$ cat src/rtl/servisia_uart_pkg.sv
`default_nettype none
// ============================================================================
// Module  : servisia_uart_pkg
// Brief   : Shared constants and types for the servisia transmit UART:
//           serialiser state encoding, register map, STATUS bit layout,
//           frame geometry and the divisor clamp helper.
// Revision: 1.0 - initial release
// ============================================================================
package servisia_uart_pkg;

  // Serialiser states
  typedef enum logic [1:0] {
    ST_IDLE  = 2'd0,
    ST_START = 2'd1,
    ST_DATA  = 2'd2,
    ST_STOP  = 2'd3
  } tx_state_e;

  // Register select values (core address bit 2)
  localparam logic REG_DATA = 1'b0;
  localparam logic REG_DIV  = 1'b1;

  // STATUS register layout
  localparam int STAT_FULL      = 0;
  localparam int STAT_EMPTY     = 1;
  localparam int STAT_BUSY      = 2;
  localparam int STAT_COUNT_LSB = 8;
  localparam int STAT_COUNT_W   = 8;

  // 8N1 frame geometry
  localparam int DATA_BITS  = 8;
  localparam int STOP_BITS  = 1;
  localparam int FRAME_BITS = 1 + DATA_BITS + STOP_BITS;

  // Divisor values 0 and 1 both mean one clock per bit
  function automatic logic [15:0] eff_div(input logic [15:0] div);
    return (div < 16'd2) ? 16'd1 : div;
  endfunction

endpackage
`default_nettype wire

$ cat src/rtl/servisia_fifo.sv
`default_nettype none
// ============================================================================
// Module  : servisia_fifo
// Brief   : Small synchronous show-ahead FIFO. rdata always presents the
//           oldest entry; push is ignored when full, pop ignored when empty.
//           Full/empty/count come straight from registered state.
// Revision: 1.0 - initial release
// ============================================================================
module servisia_fifo #(
  parameter int WIDTH = 8,
  parameter int DEPTH = 4
) (
  input  logic                     clk_i,
  input  logic                     rst_i,
  input  logic                     i_push,
  input  logic [WIDTH-1:0]         i_wdata,
  input  logic                     i_pop,
  output logic [WIDTH-1:0]         o_rdata,
  output logic                     o_full,
  output logic                     o_empty,
  output logic [$clog2(DEPTH):0]   o_count
);

  localparam int AW = $clog2(DEPTH);
  localparam int CW = AW + 1;

  logic [WIDTH-1:0] r_mem [DEPTH];
  logic [AW-1:0]    r_wr_ptr;
  logic [AW-1:0]    r_rd_ptr;
  logic [CW-1:0]    r_count;

  logic w_do_push;
  logic w_do_pop;

  assign o_full    = (r_count == CW'(DEPTH));
  assign o_empty   = (r_count == '0);
  assign o_count   = r_count;
  assign o_rdata   = r_mem[r_rd_ptr];
  assign w_do_push = i_push & ~o_full;
  assign w_do_pop  = i_pop & ~o_empty;

  // Storage array: data only, no reset needed
  always_ff @(posedge clk_i) begin
    if (w_do_push) begin
      r_mem[r_wr_ptr] <= i_wdata;
    end
  end

  // Pointers wrap naturally at DEPTH (power of two); count tracks occupancy
  always_ff @(posedge clk_i or posedge rst_i) begin
    if (rst_i) begin
      r_wr_ptr <= '0;
      r_rd_ptr <= '0;
      r_count  <= '0;
    end else begin
      if (w_do_push) begin
        r_wr_ptr <= r_wr_ptr + AW'(1);
      end
      if (w_do_pop) begin
        r_rd_ptr <= r_rd_ptr + AW'(1);
      end
      case ({w_do_push, w_do_pop})
        2'b10:   r_count <= r_count + CW'(1);
        2'b01:   r_count <= r_count - CW'(1);
        default: r_count <= r_count;
      endcase
    end
  end

endmodule
`default_nettype wire

$ cat src/rtl/servisia_uart_tx.sv
`default_nettype none
// ============================================================================
// Module  : servisia_uart_tx
// Brief   : Wishbone transmit-only UART. Bytes written to DATA are queued in
//           a small FIFO and serialised 8N1 on tx_o, LSB first, at a bit
//           period set by the DIV register. STATUS exposes FIFO state.
// Revision: 1.0 - initial release
// ============================================================================
module servisia_uart_tx
  import servisia_uart_pkg::*;
#(
  parameter int          DEPTH     = 4,
  parameter logic [15:0] DIV_RESET = 16'd868
) (
  input  logic        clk_i,
  input  logic        rst_i,
  input  logic        wb_adr_i,
  input  logic [31:0] wb_dat_i,
  input  logic [3:0]  wb_sel_i,
  input  logic        wb_we_i,
  input  logic        wb_stb_i,
  output logic [31:0] wb_rdt_o,
  output logic        wb_ack_o,
  output logic        tx_o
);

  // ------------------------------------------------------------------------
  // Declarations
  // ------------------------------------------------------------------------
  logic                   r_ack;
  logic [31:0]            r_rdt;
  logic [15:0]            r_div;

  tx_state_e              r_state;
  tx_state_e              w_state_nxt;
  logic [15:0]            r_cnt;
  logic [15:0]            w_cnt_nxt;
  logic [15:0]            r_bit_div;
  logic [15:0]            w_bit_div_nxt;
  logic [7:0]             r_shift;
  logic [7:0]             w_shift_nxt;
  logic [2:0]             r_idx;
  logic [2:0]             w_idx_nxt;

  logic                   w_data_wr;
  logic                   w_stall;
  logic                   w_ack_set;
  logic                   w_push;
  logic                   w_pop;
  logic                   w_div_wr;
  logic                   w_bit_end;
  logic                   w_busy;
  logic                   w_tx;
  logic [31:0]            w_status;
  logic [31:0]            w_rd_data;

  logic [7:0]             w_fifo_rdata;
  logic                   w_fifo_full;
  logic                   w_fifo_empty;
  logic [$clog2(DEPTH):0] w_fifo_count;

  // Upper data lanes and byte enables carry nothing for this peripheral
  logic                   w_unused;
  assign w_unused = &{1'b0, wb_dat_i[31:16], wb_sel_i[3:2]};

  // ------------------------------------------------------------------------
  // Bus decode
  // ------------------------------------------------------------------------
  assign w_data_wr = wb_we_i & (wb_adr_i == REG_DATA) & wb_sel_i[0];
  // A DATA write into a full FIFO waits here rather than being dropped
  assign w_stall   = w_data_wr & w_fifo_full;
  assign w_ack_set = wb_stb_i & ~r_ack & ~w_stall;
  assign w_push    = w_ack_set & w_data_wr;
  assign w_div_wr  = w_ack_set & wb_we_i & (wb_adr_i == REG_DIV);
  assign w_busy    = (r_state != ST_IDLE) | ~w_fifo_empty;

  // STATUS word assembly
  always_comb begin
    w_status                                    = '0;
    w_status[STAT_FULL]                         = w_fifo_full;
    w_status[STAT_EMPTY]                        = w_fifo_empty;
    w_status[STAT_BUSY]                         = w_busy;
    w_status[STAT_COUNT_LSB +: STAT_COUNT_W]    = STAT_COUNT_W'(w_fifo_count);
  end

  assign w_rd_data = (wb_adr_i == REG_DIV) ? {16'd0, r_div} : w_status;

  // Single-cycle ack; read data is only non-zero alongside ack
  always_ff @(posedge clk_i or posedge rst_i) begin
    if (rst_i) begin
      r_ack <= 1'b0;
      r_rdt <= '0;
    end else begin
      r_ack <= w_ack_set;
      r_rdt <= (w_ack_set & ~wb_we_i) ? w_rd_data : 32'd0;
    end
  end

  assign wb_ack_o = r_ack;
  assign wb_rdt_o = r_rdt;

  // Divisor register with per-byte enables
  always_ff @(posedge clk_i or posedge rst_i) begin
    if (rst_i) begin
      r_div <= DIV_RESET;
    end else if (w_div_wr) begin
      if (wb_sel_i[0]) begin
        r_div[7:0] <= wb_dat_i[7:0];
      end
      if (wb_sel_i[1]) begin
        r_div[15:8] <= wb_dat_i[15:8];
      end
    end
  end

  // ------------------------------------------------------------------------
  // Transmit FIFO
  // ------------------------------------------------------------------------
  servisia_fifo #(
    .WIDTH (8),
    .DEPTH (DEPTH)
  ) u_fifo (
    .clk_i   (clk_i),
    .rst_i   (rst_i),
    .i_push  (w_push),
    .i_wdata (wb_dat_i[7:0]),
    .i_pop   (w_pop),
    .o_rdata (w_fifo_rdata),
    .o_full  (w_fifo_full),
    .o_empty (w_fifo_empty),
    .o_count (w_fifo_count)
  );

  // ------------------------------------------------------------------------
  // Serialiser
  // ------------------------------------------------------------------------
  // r_bit_div is captured at each bit boundary so a DIV write never
  // disturbs the bit currently on the line.
  assign w_bit_end = (r_cnt == (r_bit_div - 16'd1));

  // Serialiser state register
  always_ff @(posedge clk_i or posedge rst_i) begin
    if (rst_i) begin
      r_state   <= ST_IDLE;
      r_cnt     <= '0;
      r_bit_div <= eff_div(DIV_RESET);
      r_shift   <= '0;
      r_idx     <= '0;
    end else begin
      r_state   <= w_state_nxt;
      r_cnt     <= w_cnt_nxt;
      r_bit_div <= w_bit_div_nxt;
      r_shift   <= w_shift_nxt;
      r_idx     <= w_idx_nxt;
    end
  end

  // Serialiser next-state, FIFO pop and line level
  always_comb begin
    w_state_nxt   = r_state;
    w_cnt_nxt     = r_cnt + 16'd1;
    w_bit_div_nxt = r_bit_div;
    w_shift_nxt   = r_shift;
    w_idx_nxt     = r_idx;
    w_pop         = 1'b0;
    w_tx          = 1'b1;

    case (r_state)
      ST_IDLE: begin
        w_tx      = 1'b1;
        w_cnt_nxt = '0;
        if (!w_fifo_empty) begin
          w_pop         = 1'b1;
          w_shift_nxt   = w_fifo_rdata;
          w_bit_div_nxt = eff_div(r_div);
          w_state_nxt   = ST_START;
        end
      end

      ST_START: begin
        w_tx = 1'b0;
        if (w_bit_end) begin
          w_cnt_nxt     = '0;
          w_bit_div_nxt = eff_div(r_div);
          w_idx_nxt     = '0;
          w_state_nxt   = ST_DATA;
        end
      end

      ST_DATA: begin
        w_tx = r_shift[0];
        if (w_bit_end) begin
          w_cnt_nxt     = '0;
          w_bit_div_nxt = eff_div(r_div);
          w_shift_nxt   = {1'b0, r_shift[7:1]};
          if (r_idx == 3'(DATA_BITS - 1)) begin
            w_state_nxt = ST_STOP;
          end else begin
            w_idx_nxt = r_idx + 3'd1;
          end
        end
      end

      ST_STOP: begin
        w_tx = 1'b1;
        if (w_bit_end) begin
          w_cnt_nxt     = '0;
          w_bit_div_nxt = eff_div(r_div);
          // Chain straight into the next start bit when more data waits
          if (!w_fifo_empty) begin
            w_pop       = 1'b1;
            w_shift_nxt = w_fifo_rdata;
            w_state_nxt = ST_START;
          end else begin
            w_state_nxt = ST_IDLE;
          end
        end
      end

      default: begin
        w_state_nxt = ST_IDLE;
        w_cnt_nxt   = '0;
      end
    endcase
  end

  assign tx_o = w_tx;

endmodule
`default_nettype wire

$ cat config.mk
export PLATFORM = sky130hd
export DESIGN_NAME = servisia_uart_tx
export DESIGN_NICKNAME = d
export VERILOG_FILES = /design/src/rtl/servisia_uart_pkg.sv /design/src/rtl/servisia_fifo.sv /design/src/rtl/servisia_uart_tx.sv
export SDC_FILE = /design/constraint.sdc
export NUM_CORES = 1
export LEC_CHECK = 0
export CORE_ASPECT_RATIO = 0.8
export CORE_UTILIZATION = 45
export DETAILED_ROUTE_END_ITERATION = 16
export PLACE_DENSITY = 0.67
export SLEW_MARGIN = 10
export SYNTH_ARGS = -nofsm -noshare
export SYNTH_HDL_FRONTEND = slang
export SYNTH_SLANG_ARGS = --single-unit
$ cat constraint.sdc
create_clock -name clk_i -period 4.2 [get_ports clk_i]
set_clock_uncertainty 0.2 [all_clocks]
set_input_delay 0.42 -clock clk_i [delete_from_list [all_inputs] [get_ports clk_i]]
set_output_delay 0.42 -clock clk_i [all_outputs]
set_load 0.01 [all_outputs]
==> flow_metrics.tcl <==
set metrics [dict create \
    status "completed" \
    grt_pass1_vias 3548 \
    synth_top_cell_area_share_pct 33.0 \
    synth-edff-count 32 \
    die_y_um 103 \
    core_um2 12300 \
    synthTopCellsByArea "dfrtp_1, edfxtp_1, mux2_2" \
    n_fill_cell 1006 \
    ys_ff_latch 117 \
    layout_common_cells "dfrtp_1, clkdlybuf4s50_1, mux2_2" \
    synth_xor_area_share_pct 5.69 \
    cts_resized 0 \
    place_congestion 0.816 \
    cp_top_family "simple AND/OR/NAND/NOR gates" \
    yosys_warnings 0 \
    maxCapViolCount 0 \
    port-buffer-count 40 \
    rows 36 \
    htree_levels 4 \
    path_clk_slew_ns 0.05 \
    synth_area_per_cell_um2 12.7 \
    clockBufferDepth 2 \
    r2r-start "r_bit_div[0]" \
    cts.root.buffer_cell "clkbuf_16" \
    rr_worst_depth 15 \
    fin_crit_ns 3.88 \
    crit_path_cell_trace "inv_1 -> ha_1 -> nor4b_1 -> nand2_1 -> o31a_1 -> nor4_1 -> and4_1 -> nand2_1 -> a21oi_1 -> ha_1 -> inv_1 -> fa_1 -> xor2_1 -> nor2_1 -> xor2_1" \
    vdd_ir_drop_max_mv 0.329 \
    clock-sinks 117 \
    fin_area_um2 6770 \
    slowest_delay_ns 0.41 \
    totalPowerFinal_mw 4.44 \
    drtIter0Drc 134 \
    postCtsSetupRepairBufs 0 \
    ys_seq_area_share_pct 54.4 \
    start_kind "flip-flop" \
    synth_largest_area_cell "dfrtp_1" \
    drive_gt1_share_pct 19.9 \
    finalHoldViolations 0 \
    yosys-mux-area-fraction_pct 14.7 \
    synthesis.area_um2 5700 \
    synthSimpleGateAreaFrac_pct 11.6 \
    grt-ovfl-total 0 \
    final_common_cell "dfrtp_1" \
    synth_top_family_by_area "multiplexers" \
    crit_buf_inv 2 \
    syn_inst 450 \
    ant_nets 0 \
    start_util_pct 46.5 \
    area_growth_pct 18.9 \
    critPathSlowestCell "dfrtp_1" \
    placed_cell_area_um2 6250 \
    holdWs_ns 0.298 \
    synth_top_flop_cell "dfrtp_1" \
    cp_max_fo 7 \
    synth_compound_area_share_pct 5.54 \
    grt_max_degree 52 \
    fin_nets 562 \
    drc_errors 0 \
    grt_first_pass_wirelength_mm 18.4 \
    cts_tree "done" \
    tns_ns 0 \
    power_leakage_nw 2.89 \
    dr_total_vias 3534 \
    arrival_ns 4.02 \
    grt_usage_pct 18.7 \
    yosys.area_share.adder_pct 3.65 \
    endpoint_kind "flip-flop" \
    max_freq_mhz 257 \
    tightest_slew_ns 0.907 \
    setup_viol 0 \
    wl_per_cell_um 16.2 \
    num_antenna_cells 0 \
    slew_viol_final 0 \
    cts_buffers 17 \
    hpwl_mm 7.95 \
    rrSetupSlack_ns 0.32 \
    dieArea_um2 13100 \
    dr.pass1.iters 5 \
    timing.rr.end "u_fifo.o_count[2]" \
    worstHoldPathType "in2async" \
    clock_latency_ns 0.41 \
    path_class "reg2reg" \
    power_density_nw_per_um2 656 \
    crit_required_ns 4.34 \
    slew_headroom_pct 39.5 \
    post-route-period-util_pct 92.5 \
    io_pins 75 \
    yosysUniqueCellTypes 55 \
    totalWireLength_mm 11.1 \
    die_w_um 128 \
    avgViaCountPerCell 5.13 \
    antenna_found_initial 0 \
    ys_async_sr_fraction_pct 72.6 \
    rsz0062_at_grt "no" \
    holdBufCountCts 0 \
]
cell type report:
type | count | area [µm²] | area share (%)
Sequential cell | 117 | 3100 | 45.8
Multi-Input combinational cell | 301 | 2400 | 35.5
Clock buffer | 27 | 493 | 7.28
Timing Repair Buffer | 47 | 453 | 6.69
Tap cell | 171 | 214 | 3.16
Inverter | 21 | 80.1 | 1.18
Clock inverter | 5 | 27.5 | 0.407
logic make-up after synthesis:
| kind of cell | Yosys count |
|---|---|
| other | 1 |
| and+or+nand+nor | 129 |
| buffers and inverters | 47 |
| muxes | 64 |
| adders and majority gates | 16 |
| DFF | 117 |
| AOI/OAI and AO/OA | 39 |
| xor gates and xnor gates | 37 |
stage by stage:
step                cells  worst slack, ns  utilization, %
floorplan             465            0.630               -
finish                689            0.316            55.3
detailed placement    657            0.359            51.0
global route          689           0.0145            55.3
global placement      657            0.442            51.0
CTS                   689            0.337            55.3
Yosys cell counts, drive strengths merged, types with 2 or more instances:
master	instances
nor2b	3
nand3	12
xor2	23
o31a	3
nand4	5
nor2	38
mux2i	8
ha	15
clkbuf	7
a21oi	10
buf	19
and2	14
nand2	17
mux4	8
a211oi	2
a31oi	2
a211o	3
nor4	7
edfxtp	32
o311ai	2
dfstp	10
mux2	48
xnor2	14
inv	21
or3	4
dfrtp	75
a41oi	2
and3	7
nand2b	9
nor3	9
o21ai	3
worst max-delay path by stage:
stage	startpoint	end	cells after the start
4_1_cts	r_bit_div[0]	u_fifo.o_count[2]	15
2_1_floorplan	r_bit_div[0]	u_fifo.o_count[2]	16
3_5_place_dp	r_bit_div[0]	u_fifo.o_count[2]	15
5_1_grt	r_bit_div[0]	u_fifo.o_count[2]	15
6_report	r_bit_div[0]	u_fifo.o_count[2]	15
3_3_place_gp	r_bit_div[0]	u_fifo.o_count[2]	15
report_power, final:
part           internal, mW  leakage [nW]  total [mW]  switching (mW)
Sequential             1.44          1.35        1.74           0.296
Combinational         0.750          1.29        1.44           0.690
Clock                 0.794         0.255        1.26           0.468
Total                  2.99          2.89        4.44            1.45
sequential cells by signal, indices dropped and copies added (netlist names), 3 cells and up:
register        flops
u_fifo.r_mem       32
r_bit_div          16
r_div              16
wb_rdt_o           16
r_idx               3
u_fifo.o_count      3
r_cnt              16
r_shift             8
per-layer routing:
layer	wire length, µm	up-vias	GRT usage [%]
li1	-	1685	-
met1	5510	1751	26.4
met2	5010	92	28.1
met3	537	6	5.45
met4	82	0	5.70
met5	0	-	0
Power figures use the tool's default switching activity.
